**config.mk**
```make
export PLATFORM = sky130hd
export DESIGN_NAME = prog_ctr
export DESIGN_NICKNAME = d
export VERILOG_FILES = /design/src/rtl/prog_ctr.sv
export SDC_FILE = /design/constraint.sdc
export NUM_CORES = 1
export LEC_CHECK = 0
export CAP_MARGIN = 20
export CORE_ASPECT_RATIO = 0.5
export CORE_MARGIN = 10
export CORE_UTILIZATION = 48
export DETAILED_ROUTE_END_ITERATION = 6
export GPL_TIMING_DRIVEN = 0
export PLACE_DENSITY_LB_ADDON = 0.25
export SKIP_LAST_GASP = 1
export SYNTH_ARGS = -nofsm -noshare
export SYNTH_HDL_FRONTEND = slang
export SYNTH_SLANG_ARGS = --single-unit
export TNS_END_PERCENT = 1
```
**constraint.sdc**
```tcl
create_clock -name Clk -period 2.2 [get_ports Clk]
set_clock_uncertainty 0.05 [all_clocks]
set_input_delay 0.44 -clock Clk [delete_from_list [all_inputs] [get_ports Clk]]
set_output_delay 0.44 -clock Clk [all_outputs]
set_load 0.02 [all_outputs]
```
**src/rtl/prog_ctr.sv**
```systemverilog
// Program counter and branch-resolution stage: latches the ALU Zero flag,
// resolves jumps/branches against it and runs the Start/Done program handshake.
module prog_ctr #(
    parameter int              PC_W       = 10,
    parameter int              CNT_W      = 16,
    parameter logic [PC_W-1:0] START_ADDR = '0
) (
    input  logic             Clk,
    input  logic             Reset,
    input  logic             Start,
    input  logic             Stall,
    input  logic             Halt,
    input  logic             Jump,
    input  logic             BranchZ,
    input  logic             BranchNZ,
    input  logic             Rel,
    input  logic [PC_W-1:0]  Target,
    input  logic [7:0]       Offset,
    input  logic             FlagWe,
    input  logic             Zero,
    output logic [PC_W-1:0]  PC,
    output logic             ZFlag,
    output logic             Running,
    output logic             Done,
    output logic [CNT_W-1:0] InstrCnt,
    output logic [1:0]       state_dbg
);

    typedef enum logic [1:0] {
        IDLE = 2'd0,
        RUN  = 2'd1,
        DONE = 2'd2
    } state_t;

    state_t           state;
    logic [PC_W-1:0]  off_sext;
    logic [PC_W-1:0]  tgt;
    logic             take;
    logic [PC_W-1:0]  pc_next;
    logic [CNT_W-1:0] cnt_next;

    // Branches look at the flag as registered before this edge, so a FlagWe
    // in the same cycle never influences the decision it sits beside.
    always_comb begin
        off_sext = {{(PC_W-8){Offset[7]}}, Offset};
        tgt      = Rel ? PC + off_sext : Target;
        take     = Jump | (BranchZ & ZFlag) | (BranchNZ & ~ZFlag);
        pc_next  = take ? tgt : PC + PC_W'(1);
        cnt_next = (InstrCnt == '1) ? InstrCnt : InstrCnt + CNT_W'(1);
    end

    // Start/Done handshake: Start is a level request accepted only in IDLE or
    // DONE (ignored while RUN); Done stays high from the retiring Halt until
    // the next accepted Start or Reset, with PC/ZFlag/InstrCnt held for readback.
    always_ff @(posedge Clk) begin
        if (Reset) begin
            state    <= IDLE;
            PC       <= START_ADDR;
            ZFlag    <= 1'b0;
            InstrCnt <= '0;
        end else begin
            case (state)
                IDLE, DONE: begin
                    if (Start) begin
                        state    <= RUN;
                        PC       <= START_ADDR;
                        ZFlag    <= 1'b0;
                        InstrCnt <= '0;
                    end
                end
                RUN: begin
                    if (!Stall) begin
                        InstrCnt <= cnt_next;
                        if (FlagWe) ZFlag <= Zero;
                        if (Halt) state <= DONE;
                        else      PC    <= pc_next;
                    end
                end
                default: state <= IDLE;
            endcase
        end
    end

    assign Running   = (state == RUN);
    assign Done      = (state == DONE);
    assign state_dbg = state;

endmodule

```
Yosys cells after proc, flatten, opt, wreduce, memory -nomap -nowiden

Index checks and enable logic that the tools add are counted.
W data, S select, Z words.

Bitwise gates (word level): 5
Add/sub/neg operators: 3
Reductions and logical operators: 7
Multiplexer cells: 18
Equal/unequal tests: 9

Operator list:

| operator                | count |
|---|---|
| $mux W10                | 5 |
| $mux W16                | 3 |
| $pmux W16 S2            | 1 |
| $pmux W10 S2            | 1 |
| $add A16 B1 Y16 const B | 1 |
| $eq A16 B16 Y1 const B  | 1 |
| $ne A2 B2 Y1 const B    | 6 |
| $reduce_and A4 Y1       | 3 |
| $add A10 B1 Y10 const B | 1 |
| $add A10 B10 Y10        | 1 |
| $mux W2                 | 3 |
| $pmux W2 S2             | 1 |
| $mux W1                 | 3 |
| $reduce_and A3 Y1       | 1 |
| $and A1 B1 Y1           | 2 |
| $eq A2 B1 Y1 const B    | 1 |
| $eq A2 B2 Y1 const B    | 1 |
| $logic_not A2 Y1        | 1 |
| $or A1 B1 Y1            | 2 |
| $pmux W1 S2             | 1 |
| $reduce_bool A2 Y1      | 1 |
| $reduce_or A2 Y1        | 1 |
| $not A1 Y1              | 1 |

Output and inout bits: 31
Input port bits: 29
Word-level logic and storage cells: 46
Bits in registers: 29

Logic depth before layout (Yosys ltp)

Word-level depth: 7
Depth in mapped cells: 9
Mapped depth without buffers: 9

Worst setup path after synthesis

Ideal clock, no wire load.

Path type: reg2reg
From: register PC[0]
To: register PC[6]
Setup time: 0.122 ns
Required time: 2.028 ns
Setup slack: 0.076 ns
Period minus slack after synthesis: 2.124 ns
Buffers on the path: 0
Data arrival time: 1.952 ns
Cell stages (with the launch flop): 10
Path through: dfxtp_1 -> ha_1 -> inv_1 -> fa_1 -> nand2b_1 -> a21oi_1 -> or2_2 -> o22ai_1 -> a211oi_1 -> o31ai_1

Longest elaborated chain between the ends: 6
Elaborated cells between the ends (all ways): 7
Those cells by class: add/sub (2); mux (5)

RTL lines:

| item                     | RTL line | source |
|---|---|---|
| start: declaration       | 21       | `output logic [PC_W-1:0] PC,` |
| start signal: assignment | 76       | `else PC <= pc_next;` |
| $add A10 B10 Y10         | 46       | `tgt = Rel ? PC + off_sext : Target;` |
| $mux W10                 | 46       |  |
| $mux W10 *               | 48       | `pc_next = take ? tgt : PC + PC_W'(1);` |
| $mux W10 *               | 75       | `if (Halt) state <= DONE;` |
| $mux W10 *               | 72       | `if (!Stall) begin` |
| $pmux W10 S2 *           | 62       | `case (state)` |

Mark *: on every way between the ends. The rest lies on a longest branch, timed or not. The select of a mux whose other input is x is not followed.
A chain may end at the register's enable or synchronous reset.

Worst setup path after layout

Same ends and word-level chain as after synthesis.

==> metrics <==
HP Start=InstrCnt[9]; largest net degree at the start of global routing=11; H-tree depth=2; Detailed Route WL=6530 um; CTS tree=yes; Tcrit/Tclk final=97.8%; FF+latch count, synth=29; non-filler cells, final=388; Mapped Cells=266; crit end category=flop; register area share after synthesis=28.0%; global placer's final weighted congestion=0.831; start of the worst register-to-register path=PC[0]; Worst slew margin=55.8%; share of layout cells above drive strength 1=9.88%; worst-path fanout max=7; HP Class=flop to flop; number of synthesized flops with an enable pin=0; Routed Antenna Nets=0; initial antenna violation count=0; Clock Tree Root=clkbuf_8; total number of vias=2,239; Async S/R FF share, synth=0%; core area=0.00402 mm2; first-pass GRT wire length=10,900 um; Worst-Skew Late Latency=0.29 ns; share of the core filled with cells=73.1%; Inst Count DP=379; RSZ-0062 raised after global routing=true; area of the multi-input gates=0.00151 mm2; DRT iter0 DRCs=156; cts bufs inserted=5; chip height=66.5 um; Crit. Startpoint=PC[0]; largest area contributor in the netlist=dfxtp_1; Vias/cell=5.77; Yosys cell types=50; Static Leakage=1.09 nW; number of global-route vias before repair=2,262; drt drc=0; Max-Cap Viols=0; outcome=completed; Critical Path RT=2.32 ns; Max Root-Sink Buffers=2; wire length per cell=16.8 um; Synth Cell Area=0.00207 mm2; die area=0.00751 mm2; Hold Vio Cnt, Final=0; Reg area=582 um2; initial core utilization=51.6%; mean post-synth cell area=7.80 um2; area delta synth->final=41.8%; row count=16; Final nets=374; Worst-path clk slew=0.07 ns; Post-DP HPWL=4890 um; final max-slew violation count=0; syn nets=307; Min Clock Period, post-route=2.15 ns; top cells by area, synth=dfxtp_1, nor2_1, ha_1, a21oi_1, xor2_1; drt first pass iters=4; Worst setup SP type=flop; total gr overflow=0; Ports=60; GRT Overall Usage=17.2%; Final Setup Violations=0; critical path type=flop to flop; I/O Buffers=59; main flop type after synthesis=dfxtp_1; synth warn=0; Inserted Diodes=0; share of the synthesized area in the top cell type=28.0%; Die X-Extent=113 um; worst vdd ir=0.000328 V; # fillers=335; arrival time worst endpoint=2.28 ns; actual slew at the worst max-slew pin=0.661 ns; PwrDens=476 mW/mm2; Max Fclk=0.465 GHz; Clock Sinks=29; # hold bufs at CTS=0
[state kept, by name (all words and copies together) (netlist names)]
signal     flops
PC            10
state_dbg      2
InstrCnt      16
ZFlag          1
[placed cells by master, fill, tap and decap left out, types with 3 or more instances in the layout]
cell	n
clkdlybuf4s50_1	58
nor2_1	36
dfxtp_1	28
a21oi_1	22
nand2_1	21
nand3_1	13
xor2_1	12
o21ai_0	11
inv_1	9
ha_1	9
nand4_1	8
a21o_1	6
xnor2_1	6
nor3_1	6
clkbuf_8	6
a31oi_1	5
mux2i_1	5
clkbuf_1	4
nand2b_1	4
o211ai_1	3
and3_1	3
nand3b_1	3
or3_1	3
o31ai_1	3
[synthesized netlist by cell type, types with 4 or more instances]
library cell	n
nand3_1	13
inv_1	9
clkbuf_1	4
o21ai_0	13
nand4_1	8
dfxtp_1	29
nor3_1	6
a21oi_1	24
nand2_1	21
nor2_1	37
xnor2_1	7
xor2_1	12
nand2b_1	5
mux2i_1	5
ha_1	11
a21o_1	6
a31oi_1	5
[through the flow]
step,instance area [um2],TNS (ns),setup WS [ns],total power (W),hold slack (ns)
global placement,2730,-2.60,-0.486,0.000794,0.440
detailed placement,2730,-3.12,-0.604,0.000803,0.452
finish,2940,0,0.0473,0.00140,0.468
CTS,2890,-0.00595,-0.00595,0.00139,0.471
global route,2940,-0.0395,-0.0322,0.00145,0.529
floorplan,2070,0,0.0761,0.000691,0.516
[logic make-up after synthesis]
group,after synthesis,share of synthesized area [%]
and+or+nand+nor,114,27.8
buffers and inverters,15,3.44
muxes,6,2.96
xor gates and xnor gates,19,8.02
DFF,29,28.0
adders and majority gates,12,7.60
AOI/OAI and AO/OA,71,22.2
[worst paths after layout]
| path | slack, ns | endpoint | cells after the start |
|---|---|---|---|
| setup / recovery | 0.05 | PC[6] | 9 |
| hold / removal | 0.47 | InstrCnt[9] | 2 |
| setup reg to reg | 0.05 | PC[6] | 9 |
| hold reg to reg | 0.47 | InstrCnt[9] | 2 |
[layout make-up]
class	count	area share (%)
timing repair buffer	60	20.3
multi-input combinational	222	51.2
clock inverter	1	1.02
clock buffer	7	2.93
buffer	6	1.32
inverter	9	1.15
sequential	29	19.8
tap	54	2.30
[where the power goes]
group / internal (W) / leakage (nW) / switching [W]
logic: 0.000125 / 0.796 / 0.000143
registers: 0.000532 / 0.235 / 0.0000110
clock network: 0.000369 / 0.0585 / 0.000218
[critical path: stages, from the launching register on]
cell and delay (ns):
dfxtp_2 0.41, ha_2 0.22, inv_1 0.06, fa_2 0.36, nand2b_4 0.18, a21oi_4 0.13, or2_4 0.14, o22ai_2 0.08
a211oi_2 0.29, o31ai_1 0.11
[metal layers]
layer  GRT usage, %  share of wire [%]  vias up
met5              0                  0        -
met4           4.87               0.70        0
met3           5.00                6.5        4
met2           30.1                 50       73
met1           20.3                 43     1057
li1               -                  -     1105
[repair_timing]
action                                  4_1_cts  5_1_grt
endpoints found under the setup margin        4       10
gates resized for setup                       9       14
pin swaps                                     6        6
setup buffers                                 1        0
Power figures use the tool's default switching activity.
